## src/rtl/dadda_mult_share_arbiter.sv

```systemverilog
`default_nettype none
// ============================================================================
// Module   : dadda_mult_share_arbiter
// Purpose  : Round-robin arbiter that shares one combinational 8x8 Dadda
//            multiplier among N_REQ requesters. Operands are registered and
//            the 16-bit product is returned with the requester ID over a
//            valid/ready response channel.
// Options  : MULT_SHARE_PERF_EN adds a saturating 16-bit response counter
//            on output port perf_ops.
// Revision : 1.0  initial release
// ============================================================================

// Unsigned 8x8 -> 16 multiplier. Eight shifted partial-product rows are
// compressed with 3:2 carry-save stages following the Dadda height sequence
// 8 -> 6 -> 4 -> 3 -> 2, then a single carry-propagate add produces the result.
// All rows are 16 bits wide; the true product never exceeds 16 bits, so the
// modulo-2^16 carry-save arithmetic is exact.
module dadda_multiplier_8x8 (
  input  logic [7:0]  a,
  input  logic [7:0]  b,
  output logic [15:0] p
);

  logic [15:0] pp [8];

  // Partial products: row j is A gated by B[j], shifted left by j
  for (genvar j = 0; j < 8; j++) begin : g_pp
    assign pp[j] = b[j] ? ({8'h00, a} << j) : 16'h0000;
  end

  // 3:2 compressor applied bitwise to three 16-bit rows
  function automatic logic [31:0] csa(input logic [15:0] x,
                                      input logic [15:0] y,
                                      input logic [15:0] z);
    logic [15:0] s;
    logic [15:0] c;
    s = x ^ y ^ z;
    c = ((x & y) | (x & z) | (y & z)) << 1;
    return {c, s};
  endfunction

  logic [31:0] l1_0, l1_1;        // 8 rows -> 6 rows
  logic [31:0] l2_0, l2_1;        // 6 rows -> 4 rows
  logic [31:0] l3_0;              // 4 rows -> 3 rows
  logic [31:0] l4_0;              // 3 rows -> 2 rows

  assign l1_0 = csa(pp[0], pp[1], pp[2]);
  assign l1_1 = csa(pp[3], pp[4], pp[5]);

  assign l2_0 = csa(l1_0[15:0], l1_0[31:16], l1_1[15:0]);
  assign l2_1 = csa(l1_1[31:16], pp[6], pp[7]);

  assign l3_0 = csa(l2_0[15:0], l2_0[31:16], l2_1[15:0]);

  assign l4_0 = csa(l3_0[15:0], l3_0[31:16], l2_1[31:16]);

  assign p = l4_0[15:0] + l4_0[31:16];

endmodule

module dadda_mult_share_arbiter #(
  parameter int N_REQ = 4,
  parameter int ID_W  = 2
) (
  input  logic                 clk,
  input  logic                 rst,
  input  logic [N_REQ-1:0]     req_valid,
  input  logic [8*N_REQ-1:0]   req_a,
  input  logic [8*N_REQ-1:0]   req_b,
  output logic [N_REQ-1:0]     req_ready,
  output logic                 rsp_valid,
  input  logic                 rsp_ready,
  output logic [ID_W-1:0]      rsp_id,
  output logic [15:0]          rsp_product,
  output logic                 busy
`ifdef MULT_SHARE_PERF_EN
  ,
  output logic [15:0]          perf_ops
`endif
);

  typedef enum logic [1:0] {
    S_IDLE = 2'd0,
    S_EXEC = 2'd1,
    S_RESP = 2'd2
  } state_t;

  state_t          state, next_state;
  logic [ID_W-1:0] rr_ptr;
  logic [ID_W-1:0] grant;
  logic            any_valid;
  logic            accept;
  logic [7:0]      op_a, op_b;
  logic [ID_W-1:0] op_id;
  logic [15:0]     mult_p;

  // Round-robin search: lowest offset from rr_ptr with req_valid set wins,
  // so the loop runs from the farthest offset down and the nearest overwrites.
  always_comb begin
    any_valid = |req_valid;
    grant     = '0;
    for (int i = N_REQ - 1; i >= 0; i--) begin
      if (req_valid[(int'(rr_ptr) + i) % N_REQ])
        grant = ID_W'((int'(rr_ptr) + i) % N_REQ);
    end
  end

  // State register
  always_ff @(posedge clk or posedge rst) begin
    if (rst) state <= S_IDLE;
    else     state <= next_state;
  end

  // Next-state and grant decode
  always_comb begin
    next_state = state;
    req_ready  = '0;
    accept     = 1'b0;
    case (state)
      S_IDLE: begin
        if (any_valid) begin
          req_ready  = N_REQ'(1) << grant;
          accept     = 1'b1;
          next_state = S_EXEC;
        end
      end
      S_EXEC:  next_state = S_RESP;
      S_RESP:  if (rsp_ready) next_state = S_IDLE;
      default: next_state = S_IDLE;
    endcase
  end

  assign busy = (state != S_IDLE);

  // Operand capture, pointer advance and response registers
  always_ff @(posedge clk or posedge rst) begin
    if (rst) begin
      rr_ptr      <= '0;
      op_a        <= '0;
      op_b        <= '0;
      op_id       <= '0;
      rsp_valid   <= 1'b0;
      rsp_id      <= '0;
      rsp_product <= '0;
    end else begin
      if (accept) begin
        op_a   <= req_a[8*grant +: 8];
        op_b   <= req_b[8*grant +: 8];
        op_id  <= grant;
        rr_ptr <= ID_W'((int'(grant) + 1) % N_REQ);
      end
      if (state == S_EXEC) begin
        rsp_product <= mult_p;
        rsp_id      <= op_id;
        rsp_valid   <= 1'b1;
      end else if (state == S_RESP && rsp_ready) begin
        rsp_valid   <= 1'b0;
      end
    end
  end

  dadda_multiplier_8x8 u_mult (
    .a (op_a),
    .b (op_b),
    .p (mult_p)
  );

`ifdef MULT_SHARE_PERF_EN
  // Saturating count of completed response handshakes
  always_ff @(posedge clk or posedge rst) begin
    if (rst)
      perf_ops <= '0;
    else if (rsp_valid && rsp_ready && perf_ops != 16'hFFFF)
      perf_ops <= perf_ops + 16'd1;
  end
`endif

endmodule
`default_nettype wire
```

## config.mk

```make
export PLATFORM = sky130hd
export DESIGN_NAME = dadda_mult_share_arbiter
export DESIGN_NICKNAME = d
export VERILOG_FILES = /design/src/rtl/dadda_mult_share_arbiter.sv
export SDC_FILE = /design/constraint.sdc
export NUM_CORES = 1
export LEC_CHECK = 0
export CELL_PAD_IN_SITES_DETAIL_PLACEMENT = 0
export CELL_PAD_IN_SITES_GLOBAL_PLACEMENT = 2
export CORE_ASPECT_RATIO = 1.25
export CORE_UTILIZATION = 33
export CTS_CLUSTER_DIAMETER = 40
export DETAILED_ROUTE_END_ITERATION = 10
export GPL_TIMING_DRIVEN = 0
export HOLD_SLACK_MARGIN = 0.15
export PLACE_DENSITY_LB_ADDON = 0.1
export SLEW_MARGIN = 15
export SYNTH_ARGS = -nofsm -noshare
export SYNTH_HDL_FRONTEND = slang
export SYNTH_SLANG_ARGS = --single-unit
```

## constraint.sdc

```tcl
create_clock -name clk -period 11.25 [get_ports clk]
set_input_delay 1.6875 -clock clk [delete_from_list [all_inputs] [get_ports clk]]
set_output_delay 1.6875 -clock clk [all_outputs]
set_load 0.01 [all_outputs]
```

## Word-level counts from Yosys, hierarchy flattened

Cells that the tools add are included.

| word-level totals | value |
|---|---|
| flip-flop bits (word level) | 41 |
| bits of input ports | 71 |

| operators by class | value |
|---|---|
| equal/unequal tests | 4 |
| add/subtract/negate cells | 5 |
| reduce and logical (&&, ||, !) cells | 9 |
| bitwise gates (word level) | 45 |
| magnitude comparators | 4 |
| muxes and demuxes | 32 |
| shift-type cells | 3 |

Operators by type and width:

| kind | number |
|---|---|
| $and A15 B15 Y15 | 18 |
| $or A15 B15 Y15 | 12 |
| $xor A16 B16 Y16 | 8 |
| $shiftx A32 B6 Y8 | 2 |
| $add A16 B16 Y16 | 1 |
| $xor A16 B10 Y16 | 1 |
| $xor A16 B13 Y16 | 1 |
| $xor A16 B14 Y16 | 1 |
| $xor A16 B15 Y16 | 1 |
| $mux W15 | 1 |
| $mux W14 | 1 |
| $mux W13 | 1 |
| $lt A3 B4 Y1 const B | 3 |
| $mux W12 | 1 |
| $mux W2 | 6 |
| $mux W1 | 11 |
| $mux W11 | 1 |
| $mux W10 | 1 |
| $mux W9 | 1 |
| $bmux W1 S2 | 4 |
| $mux W4 | 2 |
| $mux W8 | 1 |
| $pmux W2 S3 | 1 |
| $reduce_or A2 Y1 | 3 |
| other kinds (13) | 19 |

## Logic depth before layout (Yosys ltp)

Gate-level depths: netlist (run 1).

| logic depth | value |
|---|---|
| word-level depth | 14 |
| mapped depth | 16 |
| depth with buffers taken out | 15 |

## By module

From an unflattened synthesis (run 1), not the netlist that was laid out.

| second synthesis, totals | value |
|---|---|
| cell total of the unflattened synthesis | 376 |
| area total of the unflattened synthesis | 3,947.5 um2 |

Modules (own cells, without submodules):

| module | cells an instance | area each (um2) | times used |
|---|---|---|---|
| dadda_mult_share_arbiter | 171 | 2,058.2 | 1 |
| dadda_multiplier_8x8 | 205 | 1,889.3 | 1 |

## Least setup slack after synthesis (run 1)

No wires, ideal clock.

| timing | value |
|---|---|
| kind | in2out |
| start point | input req_valid[2] |
| end point | output req_ready[3] |
| data arrival time | 2.782 ns |
| path slack | 6.781 ns |
| path buffers | 0 |
| cell stages on the path | 6 |
| cells stage by stage | nor2b_1 o21a_1 or3_1 inv_1 ha_1 and2_1 |

| on the way | value |
|---|---|
| longest elaborated chain between the ends | 10 |
| elaborated cells on any way between the ends | 19 |
| classes of those cells | shift: 1; mux: 17; reduce/logical: 1 |

RTL lines:

| item | line | source |
|---|---|---|
| start, declared | 67 | `input logic [N_REQ-1:0] req_valid,` |
| $bmux W1 S2 | 103 | `if (req_valid[(int'(rr_ptr) + i) % N_REQ])` |
| $mux W1 (not written as such) (2 in series) | 103 |  |
| $mux W2 (3 in series) | 103 |  |
| $mux W2 (*) | 103 |  |
| named net grant[0] | 90 | `logic [ID_W-1:0] grant;` |
| $shl A1 B2 Y4 (*) | 122 | `req_ready = N_REQ'(1) << grant;` |
| $mux W4 (*) | 121 | `if (any_valid) begin` |
| $mux W4 (*) | 119 | `case (state)` |
| end, declared | 70 | `output logic [N_REQ-1:0] req_ready,` |

The timed path passes the listed nets; every way through them passes the cells marked *. The select of a mux whose other input is x is not followed.

## Worst setup path after layout (run 1)

Same ends and word-level chain as after synthesis.

==> flow_metrics.py, run 1 <==
metrics = {
    "outcome": {
        "status": "finished, final reports clean",
    },
    "cts": {
        "cts_buffers": 5,
        "clk_pin_slew_ps": 70,
        "post_cts_resized": 0,
        "clock-sinks": 41,
        "hold_buffers": 0,
        "clock_latency_ps": 290,
        "htreeDepth": 2,
        "cts_setup_buffers": 0,
        "clockBufferDepth": 2,
        "cts-root-buf": "clkbuf_16",
        "cts_tree": "built",
    },
    "power": {
        "switching_share_pct": 49.13,
        "ir_drop_v": 0.0001354,
        "p_clk_share_pct": 8.7,
        "power_mw": 1.776,
        "p_sw_mw": 0.8725,
        "p_leak_nw": 2.470,
        "comb_power_share_pct": 74.7,
        "power.internal_mw": 0.9033,
        "powerDensity_nw_per_um2": 327.9,
        "p_seq_share_pct": 16.6,
    },
    "die": {
        "coreArea_um2": 12110,
        "start_util_pct": 33.83,
        "io_pins": 95,
        "rows": 45,
        "die_h_um": 126.5,
        "die_w_um": 101.6,
        "dieArea_um2": 12860,
    },
    "placement": {
        "gp_congestion": 0.7810,
        "dpl_cell_area_um2": 5261,
        "place.detailed.hpwl_um": 8306,
        "port_buffers": 94,
    },
    "synthesis": {
        "synth_warnings": 0,
        "synthesis.area_um2": 4095,
        "synth_top_area_share_pct": 25.05,
        "syn-instance-count": 443,
        "synth_cell_type_count": 42,
        "syn-num-nets": 582,
        "synth_most_common_cell": "nand2_1",
        "synth_edf_count": 0,
        "yosys.area.top_type": "dfrtp_1",
        "synth_area_leaders": "dfrtp_1 25%, fa_1 19%, ha_1 8.9%, and2_1 7.0%, nand2_1 6.0%",
        "yosys_register_bits": 41,
        "synth-async-reset-ratio_pct": 100.0,
        "synth_seq_area_share_pct": 25.05,
        "synthFlopType": "dfrtp_1",
        "avgSynthCellArea_um2": 9.244,
        "ys_top_cells_by_count": "66 x nand2_1, 46 x and2_1, 41 x dfrtp_1, 39 x fa_1, 38 x inv_1",
    },
    "cells_and_area": {
        "drive_above_1_share_pct": 5.311,
        "fillers": 1206,
        "syn_to_final_growth_pct": 32.23,
        "diodes": 0,
        "nNetsFinal": 684,
        "final_area_um2": 5415,
    },
    "drt": {
        "wl_per_cell_um": 13.78,
        "first_iter_violations": 119,
        "drt-total-wl_um": 9783,
        "drt_pass1_iterations": 4,
        "drc": 0,
        "avgViaCountPerCell": 4.690,
        "vias": 3330,
        "antenna_left": 0,
    },
    "flow_run": {
        "maxCapViolCount": 0,
    },
    "worst_setup_path": {
        "worstPathArrival_ps": 3880,
        "path_cells": "clkdlybuf4s50_1 -> nor2b_1 -> a211o_1 -> buf_6 -> nand2_8 -> inv_6 -> buf_8 -> ha_1 -> and2_1 -> clkdlybuf4s50_1",
        "cp.required_ps": 9560,
        "critical-path-slowest-cell": "clkdlybuf4s50_1",
        "cp_top_family": "buffers and inverters",
        "crit_path_max_fanout": 11,
        "cp-end-kind": "output pin",
        "worst-setup-path-type": "input port to output pin",
        "cp_slowest_stage_delay_ps": 540,
        "path_buf_inv": 5,
        "crit_path_frequent_cell": "clkdlybuf4s50_1",
        "rrSetupSlack_ps": 6880,
        "startpoint_type": "input port",
    },
    "global_routing": {
        "grt_max_degree": 32,
        "grt_pass1_vias": 3551,
        "antenna_found_initial": 0,
        "grt_usage_pct": 16.61,
        "grt_pass1_wl_um": 16880,
        "grt-ovfl-total": 0,
    },
    "sta": {
        "setup_violations": 0,
        "maxSlewViolCount": 0,
        "max_freq_mhz": 179.5,
        "max-slew-margin-rel_pct": 55.10,
        "layout_min_cycle_time_ps": 5571,
        "rsz0062_at_grt": "false",
        "final.period_utilization_pct": 49.52,
        "fin_setup_tns_ps": 0,
        "worst_pin_slew_ps": 669.5,
        "final_hold_viol_count": 0,
        "fin_skew_ps": 7.624,
    },
    "min_path": {
        "holdCritPathClass": "flop to flop",
    },
}
## state kept, by name (all words and copies together) (netlist names)
signal and count:
state 2, op_b 8, rsp_valid 1, op_id 2
rsp_id 2, rsp_product 16, op_a 8, rr_ptr 2
## metal layers
layer | GRT usage [%] | part of all wire (%) | wire [um] | up-vias
met3 | 2.865 | 4.7 | 459 | 7
met5 | 0 | 0 | 0 | -
met1 | 20.15 | 44 | 4331 | 1541
met2 | 29.73 | 50 | 4875 | 93
li1 | - | - | - | 1689
met4 | 4.604 | 1.2 | 116 | 0
## final timing paths
check / from / endpoint / depth (start not counted)
worst max-delay path: req_valid[2] / req_ready[3] / 10
worst min-delay path: rsp_product[0]$_DFFE_PP0P_ / rsp_product[0]$_DFFE_PP0P_ / 2
worst max register to register: op_b[2]$_DFFE_PP0P_ / rsp_product[11]$_DFFE_PP0P_ / 14
worst min register to register: rsp_product[0]$_DFFE_PP0P_ / rsp_product[0]$_DFFE_PP0P_ / 2
max in group asynchronous: rst / op_b[4]$_DFFE_PP0P_ / 3
min in group asynchronous: rst / rsp_product[6]$_DFFE_PP0P_ / 2
## worst min-delay path: stages (launching register included)
cell	delay [ps]
dfrtp_1	350
nand2_1	50
nand2_1	50
## through the flow
step           hold slack, ps  worst slack (ps)  cells  utilization, %
2_1_floorplan           438.6              6781    443               -
3_3_place_gp            454.3              5666    701           43.30
3_5_place_dp            459.4              5661    702           43.46
4_1_cts                 477.6              5646    710           44.73
5_1_grt                 490.2              5543    710           44.73
6_report                472.1              5679    710           44.73
## logic make-up (layout without fill, tap and decap cells)
kind of cell             Yosys count  count (layout)  share of synthesized area [%]
adder cells (fa/ha/maj)           68              68                          27.93
AO/OA/AOI/OAI                     92              92                          14.60
flip-flops                        41              41                          25.05
AND/OR/NAND/NOR                  156             156                          19.16
buffers and inverters             62             165                          6.324
XOR/XNOR                           8               8                          1.711
multiplexers                      16              16                          5.225
## cell type report
class | instances | area, um2 | share of cell area [%]
Multi-Input combinational cell | 340 | 2810 | 51.89
Buffer | 22 | 103.9 | 1.918
Clock buffer | 5 | 125.1 | 2.311
Sequential cell | 41 | 1026 | 18.95
Inverter | 40 | 155.1 | 2.865
Clock inverter | 3 | 28.78 | 0.5314
Tap cell | 164 | 205.2 | 3.789
Timing Repair Buffer | 95 | 960.9 | 17.74
## power by group through the flow
stage	clock, mW	combinational, mW	sequential [mW]
after floorplan	0	1.00	0.281
after global placement	0	1.34	0.296
after detailed placement	0	1.35	0.299
after CTS	0.158	1.36	0.296
after global routing	0.165	1.53	0.307
final	0.154	1.33	0.295
## layout by cell type (no fill, tap or decap), drive strengths merged, types with 2 or more instances in the layout
master / count
o211ai: 2
xor2: 5
clkbuf: 23
nor2b: 6
nand3: 19
nand2: 67
xnor2: 3
clkdlybuf4s50: 94
a211oi: 2
a21o: 7
inv: 43
nor2: 8
a21oi: 27
fa: 39
o21ai: 30
dfrtp: 41
and2: 46
mux2: 16
buf: 5
ha: 29
nand2b: 4
a221o: 16
Power figures use the tool's default switching activity.
==> run 2: changes to the inputs <==
Settings changed: CORE_UTILIZATION 33 to 31.
Clock period 11.25 ns to 5.4 ns, I/O delays scaled along.
==> flow_metrics.py, run 2 (same netlist as run 1, synthesis figures left out) <==
metrics = {
    "placement": {
        "gp_congestion": 0.7784,
        "port_buffers": 94,
        "dpl_cell_area_um2": 5266,
        "place.detailed.hpwl_um": 8542,
    },
    "worst_setup_path": {
        "r2r-end": "rsp_product[11]$_DFFE_PP0P_",
        "worstPathArrival_ps": 4590,
        "crit_path_frequent_cell": "fa_1",
        "r2r-start": "op_b[0]$_DFFE_PP0P_",
        "startpoint_type": "flop",
        "cp-end-kind": "flop",
        "critical-path-slowest-cell": "fa_1",
        "cp_top_family": "adder cells",
        "path_cells": "clkbuf_1 -> nand2_1 -> fa_1 -> fa_1 -> fa_1 -> fa_1 -> inv_1 -> ha_1 -> a211oi_1 -> o21bai_1 -> a21oi_1 -> xor2_1 -> o21ai_0",
        "rrSetupSlack_ps": 970,
        "cp_slowest_stage_delay_ps": 550,
        "worst-setup-path-type": "flop to flop",
        "cp.required_ps": 5560,
        "r2r_cells": 13,
        "crit_path_max_fanout": 9,
        "path_buf_inv": 2,
    },
    "cts": {
        "clk_pin_slew_ps": 70,
        "cts_tree": "built",
        "post_cts_resized": 0,
        "htreeDepth": 2,
        "cts_setup_buffers": 0,
        "clock-sinks": 41,
        "clock_latency_ps": 290,
        "clockBufferDepth": 2,
        "cts-root-buf": "clkbuf_16",
        "hold_buffers": 0,
        "cts_buffers": 5,
    },
    "global_routing": {
        "grt_use_met1_pct": 18.65,
        "grtUsageMet3_pct": 2.778,
        "antenna_found_initial": 0,
        "gr-usage-met2_pct": 29.72,
        "grt_pass1_wl_um": 17150,
        "busiest_layer": "met2",
        "grt_max_degree": 32,
        "grt_pass1_vias": 3549,
        "grt-ovfl-total": 0,
        "grt_usage_pct": 15.83,
    },
    "power": {
        "ir_drop_v": 0.0003159,
        "powerDensity_nw_per_um2": 685.9,
        "p_leak_nw": 2.464,
    },
    "drt": {
        "antenna_left": 0,
        "first_iter_violations": 140,
        "drt-total-wl_um": 10100,
        "avgViaCountPerCell": 4.721,
        "drc": 0,
        "drt_pass1_iterations": 4,
        "wl_per_cell_um": 14.14,
        "vias": 3371,
    },
    "cells_and_area": {
        "syn_to_final_growth_pct": 32.26,
        "final_common_cell": "clkdlybuf4s50_1",
        "mostFrequentLayoutCells": "94 x clkdlybuf4s50_1, 66 x nand2_1, 46 x and2_1",
        "nNetsFinal": 684,
        "diodes": 0,
        "fillers": 1311,
        "largest_register_ffs": 16,
        "regMostFlops": "rsp_product",
        "top_regs": "rsp_product (16), op_a (8), op_b (8)",
        "drive_above_1_share_pct": 5.311,
        "final_area_um2": 5416,
    },
    "sta": {
        "setup_violations": 0,
        "maxSlewViolCount": 0,
        "max_freq_mhz": 225.6,
        "max-slew-margin-rel_pct": 49.92,
        "layout_min_cycle_time_ps": 4433,
        "final.period_utilization_pct": 82.09,
        "final_hold_viol_count": 0,
        "fin_skew_ps": 4.512,
        "worst_pin_slew_ps": 746.7,
        "fin_setup_tns_ps": 0,
        "rsz0062_at_grt": "false",
    },
    "die": {
        "start_util_pct": 32.05,
        "rows": 46,
        "coreArea_um2": 12780,
        "dieArea_um2": 13680,
        "io_pins": 95,
        "die_h_um": 130.5,
        "die_w_um": 104.8,
    },
    "min_path": {
        "holdCritPathClass": "flop to flop",
        "min_delay_path_depth": 2,
        "min_to": "rsp_id[1]$_DFFE_PP0P_",
        "hp-start": "op_id[1]$_DFFE_PP0P_",
    },
    "outcome": {
        "status": "finished, final reports clean",
    },
    "flow_run": {
        "maxCapViolCount": 0,
    },
}
[run 2: per-stage QoR]
stage                     instances  power, mW  utilization, %  hold WS, ps  setup slack [ps]
after global routing            714      4.212           42.39        503.3             653.5
after global placement          705      3.434           41.06        455.7             970.8
final                           714      3.715           42.39        473.5             966.9
after CTS                       714      3.800           42.39        478.8             911.5
after detailed placement        706      3.464           41.22        460.9             928.5
after floorplan                 443      2.670               -        438.6              1364
[run 2: worst reg2reg max path, cell delays in order (launching register included)]
cell and delay, ps:
dfrtp_1 330, clkbuf_1 360, nand2_1 160, fa_1 530
fa_1 520, fa_1 520, fa_1 550, inv_1 40
ha_1 340, a211oi_1 270, o21bai_1 150, a21oi_1 280
xor2_1 170, o21ai_0 80
[run 2: layer usage]
layer  share of wire [%]  wire length [um]
met5                   0                 0
met4                 1.3               132
met1                  44              4433
met2                  50              5026
met3                 5.0               502
[run 2: worst max-delay path by stage]
stage	from	slack, ps	end	cells past startpoint
detailed placement	op_b[0]$_DFFE_PP0P_	930	rsp_product[11]$_DFFE_PP0P_	13
CTS	op_b[0]$_DFFE_PP0P_	910	rsp_product[11]$_DFFE_PP0P_	13
global placement	op_b[0]$_DFFE_PP0P_	970	rsp_product[11]$_DFFE_PP0P_	13
global route	op_b[0]$_DFFE_PP0P_	650	rsp_product[11]$_DFFE_PP0P_	13
floorplan	op_a[4]$_DFFE_PP0P_	1360	rsp_product[11]$_DFFE_PP0P_	14
finish	op_b[0]$_DFFE_PP0P_	970	rsp_product[11]$_DFFE_PP0P_	13
[run 2: power breakdown]
group / switching (mW) / internal, mW / leakage, nW / total (mW)
logic: 1.54 / 1.25 / 1.88 / 2.79
registers: 0.159 / 0.456 / 0.513 / 0.615
clock network: 0.138 / 0.174 / 0.0704 / 0.312
[run 2: area by class of cell]
cell class              instances  area [um2]  share of cell area, %
flip-flops and latches         41        1026                  18.94
inverters                      40       155.1                  2.864
multi-input cells             340        2810                  51.88
repair buffers                 95       960.9                  17.74
plain buffers                  22       103.9                  1.917
well taps                     168       210.2                  3.881
clock inverters                 3       25.02                 0.4620
clock buffers                   5       125.1                  2.310
